===== config.mk =====
export PLATFORM = sky130hd
export DESIGN_NAME = tff_toggle_gen_flat
export DESIGN_NICKNAME = d
export VERILOG_FILES = /design/src/rtl/tff_toggle_gen_if.sv /design/src/rtl/tff_toggle_gen.sv /design/src/flat_wrapper.sv
export SDC_FILE = /design/constraint.sdc
export NUM_CORES = 1
export LEC_CHECK = 0
export CORE_AREA = 2 2 39 41
export CTS_CLUSTER_SIZE = 12
export DETAILED_ROUTE_END_ITERATION = 16
export DIE_AREA = 0 0 41 43
export PLACE_DENSITY_LB_ADDON = 0.05
export SLEW_MARGIN = 40
export SYNTH_ARGS = -nofsm -noshare
export SYNTH_HDL_FRONTEND = slang
export SYNTH_SLANG_ARGS = --single-unit

===== constraint.sdc =====
create_clock -name clk -period 2.1 [get_ports clk]
set_clock_uncertainty 0.15 [all_clocks]
set_input_delay 0.21 -clock clk [delete_from_list [all_inputs] [get_ports clk]]
set_output_delay 0.21 -clock clk [all_outputs]
set_load 0.05 [all_outputs]

===== src/rtl/tff_toggle_gen_if.sv =====
// Button-side signal bundle of the toggle generator: raw button and enable in,
// toggle pulse and debounced level out.
interface tff_toggle_gen_if;
    logic btn_in;
    logic en;
    logic t;
    logic btn_level;

    modport master (
        output btn_in,
        output en,
        input  t,
        input  btn_level
    );

    modport slave (
        input  btn_in,
        input  en,
        output t,
        output btn_level
    );
endinterface


===== src/rtl/tff_toggle_gen.sv =====
// Push-button conditioner for a T flip-flop: synchronises and debounces a raw
// button, then emits single-cycle toggle pulses (optionally auto-repeating).
module tff_toggle_gen #(
    parameter int DEBOUNCE_CYCLES = 4,
    parameter int REPEAT_CYCLES   = 0
) (
    input  logic           clk,
    input  logic           rst,
    tff_toggle_gen_if.slave bus
);
    localparam int MAX_DR  = (DEBOUNCE_CYCLES > REPEAT_CYCLES) ? DEBOUNCE_CYCLES : REPEAT_CYCLES;
    localparam int MAX_CNT = (MAX_DR > 2) ? MAX_DR : 2;
    localparam int CW      = $clog2(MAX_CNT);

    localparam logic [CW-1:0] D_LAST    = CW'(DEBOUNCE_CYCLES - 1);
    localparam logic [CW-1:0] R_LAST    = CW'((REPEAT_CYCLES > 0) ? REPEAT_CYCLES - 1 : 0);
    localparam bit            REPEAT_ON = (REPEAT_CYCLES != 0);

    typedef enum logic [1:0] {
        IDLE,
        PRESS_CHK,
        HELD,
        REL_CHK
    } state_t;

    state_t        state;
    state_t        state_next;
    logic          sync1;
    logic          btn_s;
    logic [CW-1:0] dcnt;
    logic [CW-1:0] dcnt_next;
    logic [CW-1:0] rcnt;
    logic [CW-1:0] rcnt_next;
    logic          t_q;
    logic          t_next;
    logic          level_q;
    logic          level_next;

    // Two-flop synchroniser; btn_in is asynchronous to clk.
    always_ff @(posedge clk or negedge rst) begin
        if (!rst) begin
            sync1 <= 1'b0;
            btn_s <= 1'b0;
        end else begin
            sync1 <= bus.btn_in;
            btn_s <= sync1;
        end
    end

    always_ff @(posedge clk or negedge rst) begin
        if (!rst) begin
            state   <= IDLE;
            dcnt    <= '0;
            rcnt    <= '0;
            t_q     <= 1'b0;
            level_q <= 1'b0;
        end else begin
            state   <= state_next;
            dcnt    <= dcnt_next;
            rcnt    <= rcnt_next;
            t_q     <= t_next;
            level_q <= level_next;
        end
    end

    // Counters are cleared on every state change so a bounce always restarts the check.
    always_comb begin
        state_next = state;
        dcnt_next  = dcnt;
        rcnt_next  = rcnt;
        t_next     = 1'b0;

        case (state)
            IDLE: begin
                if (btn_s) begin
                    state_next = PRESS_CHK;
                    dcnt_next  = '0;
                end
            end
            PRESS_CHK: begin
                if (!btn_s) begin
                    state_next = IDLE;
                    dcnt_next  = '0;
                end else if (dcnt == D_LAST) begin
                    state_next = HELD;
                    t_next     = bus.en;
                    dcnt_next  = '0;
                    rcnt_next  = '0;
                end else begin
                    dcnt_next = dcnt + 1'b1;
                end
            end
            HELD: begin
                if (!btn_s) begin
                    state_next = REL_CHK;
                    dcnt_next  = '0;
                    rcnt_next  = '0;
                end else if (REPEAT_ON) begin
                    if (rcnt == R_LAST) begin
                        t_next    = bus.en;
                        rcnt_next = '0;
                    end else begin
                        rcnt_next = rcnt + 1'b1;
                    end
                end
            end
            REL_CHK: begin
                // A return to 1 here is release bounce: back to HELD without a pulse.
                if (btn_s) begin
                    state_next = HELD;
                    dcnt_next  = '0;
                    rcnt_next  = '0;
                end else if (dcnt == D_LAST) begin
                    state_next = IDLE;
                    dcnt_next  = '0;
                end else begin
                    dcnt_next = dcnt + 1'b1;
                end
            end
            default: begin
                state_next = IDLE;
                dcnt_next  = '0;
                rcnt_next  = '0;
            end
        endcase

        level_next = (state_next == HELD) || (state_next == REL_CHK);
    end

    assign bus.t         = t_q;
    assign bus.btn_level = level_q;

endmodule


===== src/flat_wrapper.sv =====
// flat-port wrapper written by rule: the top's interface ports become plain ports
module tff_toggle_gen_flat 
#(
    parameter int DEBOUNCE_CYCLES = 4,
    parameter int REPEAT_CYCLES   = 0
)
  (clk, rst, bus_btn_in, bus_en, bus_t, bus_btn_level);
  tff_toggle_gen_if bus_i ();
  input  logic clk;
  input  logic rst;
  input wire logic [$bits(bus_i.btn_in)-1:0] bus_btn_in;
  input wire logic [$bits(bus_i.en)-1:0] bus_en;
  output wire logic [$bits(bus_i.t)-1:0] bus_t;
  output wire logic [$bits(bus_i.btn_level)-1:0] bus_btn_level;
  assign bus_i.btn_in = bus_btn_in;
  assign bus_i.en = bus_en;
  assign bus_t = bus_i.t;
  assign bus_btn_level = bus_i.btn_level;
  tff_toggle_gen #(.DEBOUNCE_CYCLES(DEBOUNCE_CYCLES), .REPEAT_CYCLES(REPEAT_CYCLES)) u_core (.clk(clk), .rst(rst), .bus(bus_i));
endmodule

==> impl_metrics.json, run 1 <==
{
  "status": "complete, no violations",
  "synth-seq-area-share_pct": 65.31,
  "cp.arrival_ps": 1360,
  "max-slew-margin-rel_pct": 67.14,
  "cp-start-kind": "register",
  "maxCapViolCount": 0,
  "grt_pass1_vias": 218,
  "routed_wl_um": 449,
  "ctsLongestPathBuffers": 2,
  "routabilityCongestion": 0.6175,
  "synth_top_area_share_pct": 65.31,
  "grt_setup_unrepaired": "no",
  "htree_levels": 1,
  "area_growth_syn_to_layout_pct": 30.20,
  "power_frac_seq_pct": 46.5,
  "cts_inserted_buffers": 3,
  "synth_cell_type_count": 10,
  "finalHoldViolations": 0,
  "clockPowerShare_pct": 22.2,
  "timing.rr.end": "u_core.dcnt[0]",
  "postCtsHoldBufs": 0,
  "crit_path_start": "u_core.bus.t",
  "core_area_mm2": 0.001384,
  "worst_r2r_path_depth": 3,
  "fillCellCount": 145,
  "wl_per_cell_um": 9.761,
  "crit_chain": "clkdlybuf4s50_1",
  "final_cells": 46,
  "synth_area_per_cell_um2": 13.93,
  "overflow": 0,
  "clk_pin_slew_ps": 50,
  "fin_crit_ps": 1718,
  "p_leak_uw": 0.0001814,
  "place_ws_ps": 637.7,
  "cp-end-kind": "primary output",
  "root_buffer": "clkbuf_4",
  "synth_area_leaders": "dfrtp_1 (65%), mux2_2 (7.3%), mux2i_1 (6.5%)",
  "setup_tns_ps": 0,
  "crit_family": "buffers and inverters",
  "worst_slew_pin_slew_ps": 491.4,
  "path_class": "register to primary output",
  "crit_cells": 1,
  "combinationalPowerShare_pct": 31.3,
  "clock_sinks": 8,
  "holdWs_ps": 95.03,
  "final_area_um2": 399.1,
  "die_w_um": 41,
  "cp-endpoint": "bus_t",
  "final_nets": 37,
  "syn-cell-area_um2": 306.5,
  "r2r_start": "u_core.dcnt[0]",
  "placed_area_um2": 376.6,
  "finalMaxSlewViolations": 0,
  "yosysWarnings": 0,
  "switchingPower_uw": 155.5,
  "ys_seq_elements": 8,
  "cts_tree": "yes",
  "rrSetupSlack_ps": 750,
  "drive_above_1_share_pct": 16.67,
  "max_stage_delay_ps": 790,
  "fmax_mhz": 582.2,
  "worst_slack_ps": 382.5,
  "io_pins": 6,
  "grt_usage_pct": 7.996,
  "finalCritPeriodShare_pct": 81.79,
  "row_count": 14,
  "hp-class": "input port to async pin",
  "drc": 0,
  "final_cell_mix": "dfrtp_1 (8), clkdlybuf4s50_1 (5), nand2_1 (3), clkbuf_4 (3)",
  "vias_per_cell": 4.087,
  "syn_nets": 27,
  "dr.pass1.iters": 4,
  "p_int_uw": 339.6,
  "ant_nets": 0,
  "port_buffers": 5,
  "p_sw_share_pct": 31.40,
  "crit_fanout": 1,
  "grt_max_degree": 9,
  "num_vias": 188,
  "layout_commonest_cell": "dfrtp_1",
  "clock_latency_ps": 240,
  "dieArea_mm2": 0.001763,
  "cts_setup_buffers": 0,
  "antenna_found_initial": 0,
  "worstPathRequired_ps": 1740,
  "drt_iter0_drc": 4,
  "peakVddDrop_mv": 0.3984,
  "netlist_instances": 22,
  "grt_pass1_wl_um": 890,
  "crit_slowest_cell": "clkdlybuf4s50_1",
  "num_antenna_cells": 0,
  "cts_resized": 0,
  "dp_cells": 43,
  "cp.buffers_inverters": 1,
  "finalSetupViolCount": 0,
  "yosys.area.top_type": "dfrtp_1",
  "power.density_mw_per_mm2": 1240,
  "start_util_pct": 22.15,
  "die_h_um": 43
}
## registers in the layout, indices dropped and copies added, names as in the netlist
| signal | cells |
|---|---|
| u_core.btn_s | 1 |
| u_core.bus.btn_level | 1 |
| u_core.bus.t | 1 |
| u_core.dcnt | 2 |
| u_core.state | 2 |
| u_core.sync1 | 1 |
## power by group through the flow
stage	sequential, µW	clock (µW)	combinational, µW
after floorplan	260	0	82.2
after global routing	238	133	169
after global placement	232	0	155
final	230	110	155
after detailed placement	233	0	156
after CTS	230	118	158
## synthesized netlist by cell type (all sizes together)
library cell and count:
nor3 1, a21oi 1, mux2 2, nand2 3, dfrtp 8, nand2b 2, ha 1, or3b 1
xnor2 1, mux2i 2
## cells by family (layout without fill, tap and decap cells)
group,after synthesis,in the layout,share of synthesized area [%]
flip-flops,8,8,65.31
AND/OR/NAND/NOR,7,7,12.24
AO/OA/AOI/OAI,1,1,1.631
multiplexers,4,4,13.88
XOR/XNOR,1,1,2.858
buffers and inverters,0,8,0
adder cells (fa/ha/maj),1,1,4.081
## worst min-delay path by stage
stage,cells past startpoint,from,to,slack [ps]
6_report,1,rst,u_core.bus.t,100
3_5_place_dp,0,u_core.sync1,u_core.btn_s,190
5_1_grt,1,rst,u_core.bus.t,110
3_3_place_gp,0,u_core.sync1,u_core.btn_s,190
2_1_floorplan,0,rst,u_core.btn_s,-240
4_1_cts,1,rst,u_core.bus.t,100
## final cells by class
cell class                 count  area (µm²)  area share (%)
sequential                     8       200.2           50.16
multi-input combinational     14       106.4           26.65
timing repair buffer           5       50.05           12.54
clock buffer                   3       22.52           5.643
tap                           16       20.02           5.016
## per-stage QoR
step	power (µW)	utilization, %
CTS	506.4	28.84
floorplan	342.6	-
finish	495.1	28.84
global route	539.2	28.84
detailed placement	389.9	27.22
global placement	386.5	27.22
## metal layers
metal	part of all wire (%)	global-route usage [%]	up-vias
met1	42	10.89	92
met5	0	0	-
met2	51	8.750	4
li1	-	-	92
met3	6.2	4.712	0
met4	0	6.000	0
Power figures use the tool's default switching activity.
==> inputs of run 2 (changes only) <==
==> constraint.sdc (replaced) <==
create_clock -name clk -period 1.5 [get_ports clk]
set_clock_uncertainty 0.15 [all_clocks]
set_input_delay 0.15 -clock clk [delete_from_list [all_inputs] [get_ports clk]]
set_output_delay 0.15 -clock clk [all_outputs]
set_load 0.05 [all_outputs]
==> impl_metrics.json, run 2 (synthesized netlist as in run 1, its figures left out) <==
{
  "status": "complete, no violations",
  "r2r_start": "u_core.dcnt[0]",
  "drive_above_1_share_pct": 23.33,
  "cts_inserted_buffers": 3,
  "start_util_pct": 22.15,
  "timing.rr.end": "u_core.dcnt[0]",
  "postCtsHoldBufs": 0,
  "num_vias": 191,
  "worst_slack_ps": 144.8,
  "finalMaxSlewViolations": 0,
  "finalSetupViolCount": 0,
  "dr.pass1.iters": 1,
  "path_class": "register to register",
  "htree_levels": 1,
  "grt_usage_pct": 8.426,
  "routabilityCongestion": 0.6126,
  "dieArea_mm2": 0.001763,
  "final_cell_mix": "dfrtp_1 (8), nand2_1 (3), clkbuf_4 (3), clkdlybuf4s50_1 (3)",
  "finalHoldViolations": 0,
  "overflow": 0,
  "peakVddDrop_mv": 0.4752,
  "die_w_um": 41,
  "crit_fanout": 3,
  "io_pins": 6,
  "finalCritPeriodShare_pct": 90.35,
  "rrSetupSlack_ps": 140,
  "p_leak_uw": 0.0001912,
  "maxCapViolCount": 0,
  "vias_per_cell": 4.152,
  "clock_sinks": 8,
  "fmax_mhz": 737.9,
  "grt_setup_unrepaired": "no",
  "setup_tns_ps": 0,
  "cp-start-kind": "register",
  "worst_slew_pin_slew_ps": 382.1,
  "fin_crit_ps": 1355,
  "layout_commonest_cell": "dfrtp_1",
  "fillCellCount": 149,
  "clk_pin_slew_ps": 50,
  "drt_iter0_drc": 0,
  "root_buffer": "clkbuf_4",
  "ant_nets": 0,
  "row_count": 14,
  "antenna_found_initial": 0,
  "power.density_mw_per_mm2": 1741,
  "worstPathRequired_ps": 1520,
  "cp.arrival_ps": 1380,
  "clock_latency_ps": 250,
  "area_growth_syn_to_layout_pct": 36.73,
  "routed_wl_um": 450,
  "max-slew-margin-rel_pct": 74.34,
  "hp-class": "input port to async pin",
  "placed_area_um2": 396.6,
  "grt_pass1_vias": 188,
  "cts_tree": "yes",
  "final_nets": 37,
  "grt_max_degree": 9,
  "cp-end-kind": "register",
  "grt_pass1_wl_um": 869,
  "final_area_um2": 419.2,
  "cts_setup_buffers": 0,
  "wl_per_cell_um": 9.783,
  "holdWs_ps": 27.24,
  "cts_resized": 0,
  "die_h_um": 43,
  "core_area_mm2": 0.001384,
  "worst_r2r_path_depth": 3,
  "port_buffers": 5,
  "drc": 0,
  "place_ws_ps": 142.7,
  "reg_top3": "u_core.dcnt: 2 flops, u_core.state: 2 flops",
  "num_antenna_cells": 0,
  "ctsLongestPathBuffers": 2
}
[run 2: stage by stage]
stage	instances	utilization [%]	power, µW
after floorplan	22	-	479.6
after global placement	43	28.66	578.5
after detailed placement	43	28.66	583.5
after CTS	46	30.29	747.8
after global routing	46	30.29	792.9
final	46	30.29	729.6
[run 2: power by group]
part	switching (µW)	leakage [µW]	internal, µW
clock network	66.3	0.0000138	91.1
registers	52.0	0.000102	276
logic	108	0.0000758	136
total	226	0.000191	504
[run 2: critical path, cell delays in order (launching register included)]
cell     delay (ps)
dfrtp_1         390
ha_1            230
or3b_1          380
mux2i_1         130
[run 2: routing by layer]
layer | vias up | global-route usage, % | routed length [µm]
li1 | 93 | - | -
met3 | 2 | 4.712 | 27
met1 | 92 | 9.667 | 191
met2 | 4 | 9.375 | 225
met5 | - | 0 | 0
met4 | 0 | 10.00 | 5
[run 2: area by class of cell]
type                    count  area [µm²]  area share [%]
clock buffers               3       22.52           5.373
multi-input cells          14       106.4           25.37
flip-flops and latches      8       200.2           47.76
well taps                  16       20.02           4.776
repair buffers              5       70.07           16.72
[run 2: worst max path at each step]
stage                    from                    to  slack [ps]
2_1_floorplan  u_core.dcnt[0]  u_core.bus.btn_level         220
3_3_place_gp   u_core.dcnt[0]  u_core.bus.btn_level         150
3_5_place_dp   u_core.dcnt[0]        u_core.dcnt[0]         140
4_1_cts        u_core.dcnt[0]        u_core.dcnt[0]         130
5_1_grt        u_core.dcnt[0]        u_core.dcnt[0]          60
6_report       u_core.dcnt[0]        u_core.dcnt[0]         140
==> inputs of run 3 (changes only) <==
--- a/config.mk
+++ b/config.mk
@@ -6,9 +6,12 @@
 export NUM_CORES = 1
 export LEC_CHECK = 0
 export CORE_AREA = 2 2 39 41
+export CTS_BUF_LIST = sky130_fd_sc_hd__clkbuf_4
 export CTS_CLUSTER_SIZE = 12
 export DETAILED_ROUTE_END_ITERATION = 16
 export DIE_AREA = 0 0 41 43
+export GPL_TIMING_DRIVEN = 0
+export HOLD_SLACK_MARGIN = 0.05
 export PLACE_DENSITY_LB_ADDON = 0.05
 export SLEW_MARGIN = 40
 export SYNTH_ARGS = -nofsm -noshare
==> impl_metrics.json, run 3 (synthesized netlist as in run 1, its figures left out) <==
{
  "clock_latency_ps": 250,
  "routabilityCongestion": 0.5962,
  "clk_pin_slew_ps": 50,
  "p_sw_share_pct": 32.75,
  "power_frac_seq_pct": 46.3,
  "finalSetupViolCount": 0,
  "path_class": "register to primary output",
  "fin_crit_ps": 1395,
  "reg_top3": "u_core.dcnt: 2 flops, u_core.state: 2 flops",
  "maxCapViolCount": 0,
  "drive_above_1_share_pct": 16.13,
  "final_core_util_pct": 29.39,
  "dieArea_mm2": 0.001763,
  "worst_slack_ps": 105.1,
  "rrSetupSlack_ps": 140,
  "num_antenna_cells": 0,
  "port_buffers": 5,
  "combinationalPowerShare_pct": 30.4,
  "die_h_um": 43,
  "setup_tns_ps": 0,
  "hpwl_um": 378.4,
  "grt_pass1_wl_um": 917,
  "holdWs_ps": 186.5,
  "grt_usage_pct": 8.952,
  "grt_max_degree": 9,
  "antenna_found_initial": 0,
  "htree_levels": 1,
  "core_area_mm2": 0.001384,
  "row_count": 14,
  "cp.arrival_ps": 1090,
  "drc": 0,
  "routed_wl_um": 506,
  "clockPowerShare_pct": 23.3,
  "cts_tree": "yes",
  "max_stage_delay_ps": 520,
  "start_util_pct": 22.15,
  "fmax_mhz": 716.9,
  "finalHoldViolations": 0,
  "wl_per_cell_um": 10.77,
  "regArea_um2": 200.2,
  "io_pins": 6,
  "grt_setup_unrepaired": "no",
  "hp-class": "input port to register",
  "grt_pass1_vias": 212,
  "crit_slowest_cell": "dlygate4sd2_1",
  "cp.buffers_inverters": 1,
  "overflow": 0,
  "max-slew-margin-rel_pct": 66.89,
  "crit_chain": "dlygate4sd2_1",
  "place_ws_ps": 96.56,
  "worst_slew_pin_slew_ps": 498.7,
  "num_vias": 195,
  "final_nets": 38,
  "cp-start-kind": "register",
  "worstPathRequired_ps": 1200,
  "p_int_uw": 468.2,
  "vias_per_cell": 4.149,
  "p_leak_uw": 0.0001939,
  "crit_fanout": 1,
  "cp-end-kind": "primary output",
  "cts_setup_buffers": 0,
  "final_cell_mix": "dfrtp_1 (8), nand2_1 (3), clkbuf_4 (3), clkdlybuf4s50_1 (3)",
  "power.density_mw_per_mm2": 1712,
  "final_area_um2": 406.6,
  "peakVddDrop_mv": 0.5222,
  "drt_iter0_drc": 1,
  "switchingPower_uw": 228.0,
  "multi_input_area_um2": 106.4,
  "die_w_um": 41,
  "finalMaxSlewViolations": 0,
  "ctsLongestPathBuffers": 2,
  "ant_nets": 0,
  "root_buffer": "clkbuf_4",
  "area_growth_syn_to_layout_pct": 32.65,
  "dr.pass1.iters": 2,
  "cts_inserted_buffers": 3,
  "status": "complete, no violations",
  "layout_commonest_cell": "dfrtp_1",
  "fillCellCount": 144,
  "placed_area_um2": 376.6,
  "crit_family": "buffers and inverters",
  "clock_sinks": 8,
  "finalCritPeriodShare_pct": 92.99
}
## run 3: cell count changes in the layout (fill, tap and decap cells not counted)
cell,change
dlygate4sd2_1,+2
buf_12,-2
dlygate4sd3_1,+1
## run 3: metrics by stage
| stage | instances | power [µW] |
|---|---|---|
| after global routing | 47 | 744.4 |
| after global placement | 43 | 541.1 |
| after floorplan | 22 | 479.6 |
| final | 47 | 696.2 |
| after detailed placement | 43 | 550.7 |
| after CTS | 47 | 710.8 |
## run 3: cell type report
cell class / instances / area share [%]
Multi-Input combinational cell: 14 / 26.15
Clock buffer: 3 / 5.538
Tap cell: 16 / 4.923
Sequential cell: 8 / 49.23
Timing Repair Buffer: 6 / 14.15
## run 3: routing by layer
layer	wire [µm]	vias to the layer above	GRT usage, %
li1	-	93	-
met1	208	96	9.060
met2	262	4	10.63
met3	24	2	4.712
met4	11	0	12.00
met5	0	-	0
## run 3: timing repair
| action | 4_1_cts | 5_1_grt |
|---|---|---|
| setup endpoints to repair | 2 | 0 |
| gates resized for setup | 2 | 0 |
| hold buffers | 1 | 0 |
| hold endpoints to repair | 8 | 0 |
## run 3: final timing paths
check                                           from              end  cells past startpoint
worst max-delay path            u_core.bus.btn_level    bus_btn_level                      1
worst min-delay path                      bus_btn_in     u_core.sync1                      1
worst max register to register        u_core.dcnt[0]   u_core.dcnt[0]                      3
worst min register to register          u_core.sync1     u_core.btn_s                      0
max in group asynchronous                        rst   u_core.dcnt[0]                      2
min in group asynchronous                        rst  u_core.state[1]                      2
## run 3: power by group through the flow
| stage | clock (µW) | sequential [µW] | combinational, µW |
|---|---|---|---|
| 6_report | 163 | 322 | 212 |
| 5_1_grt | 185 | 335 | 225 |
| 4_1_cts | 172 | 323 | 216 |
| 3_5_place_dp | 0 | 328 | 223 |
| 3_3_place_gp | 0 | 325 | 216 |
| 2_1_floorplan | 0 | 365 | 115 |
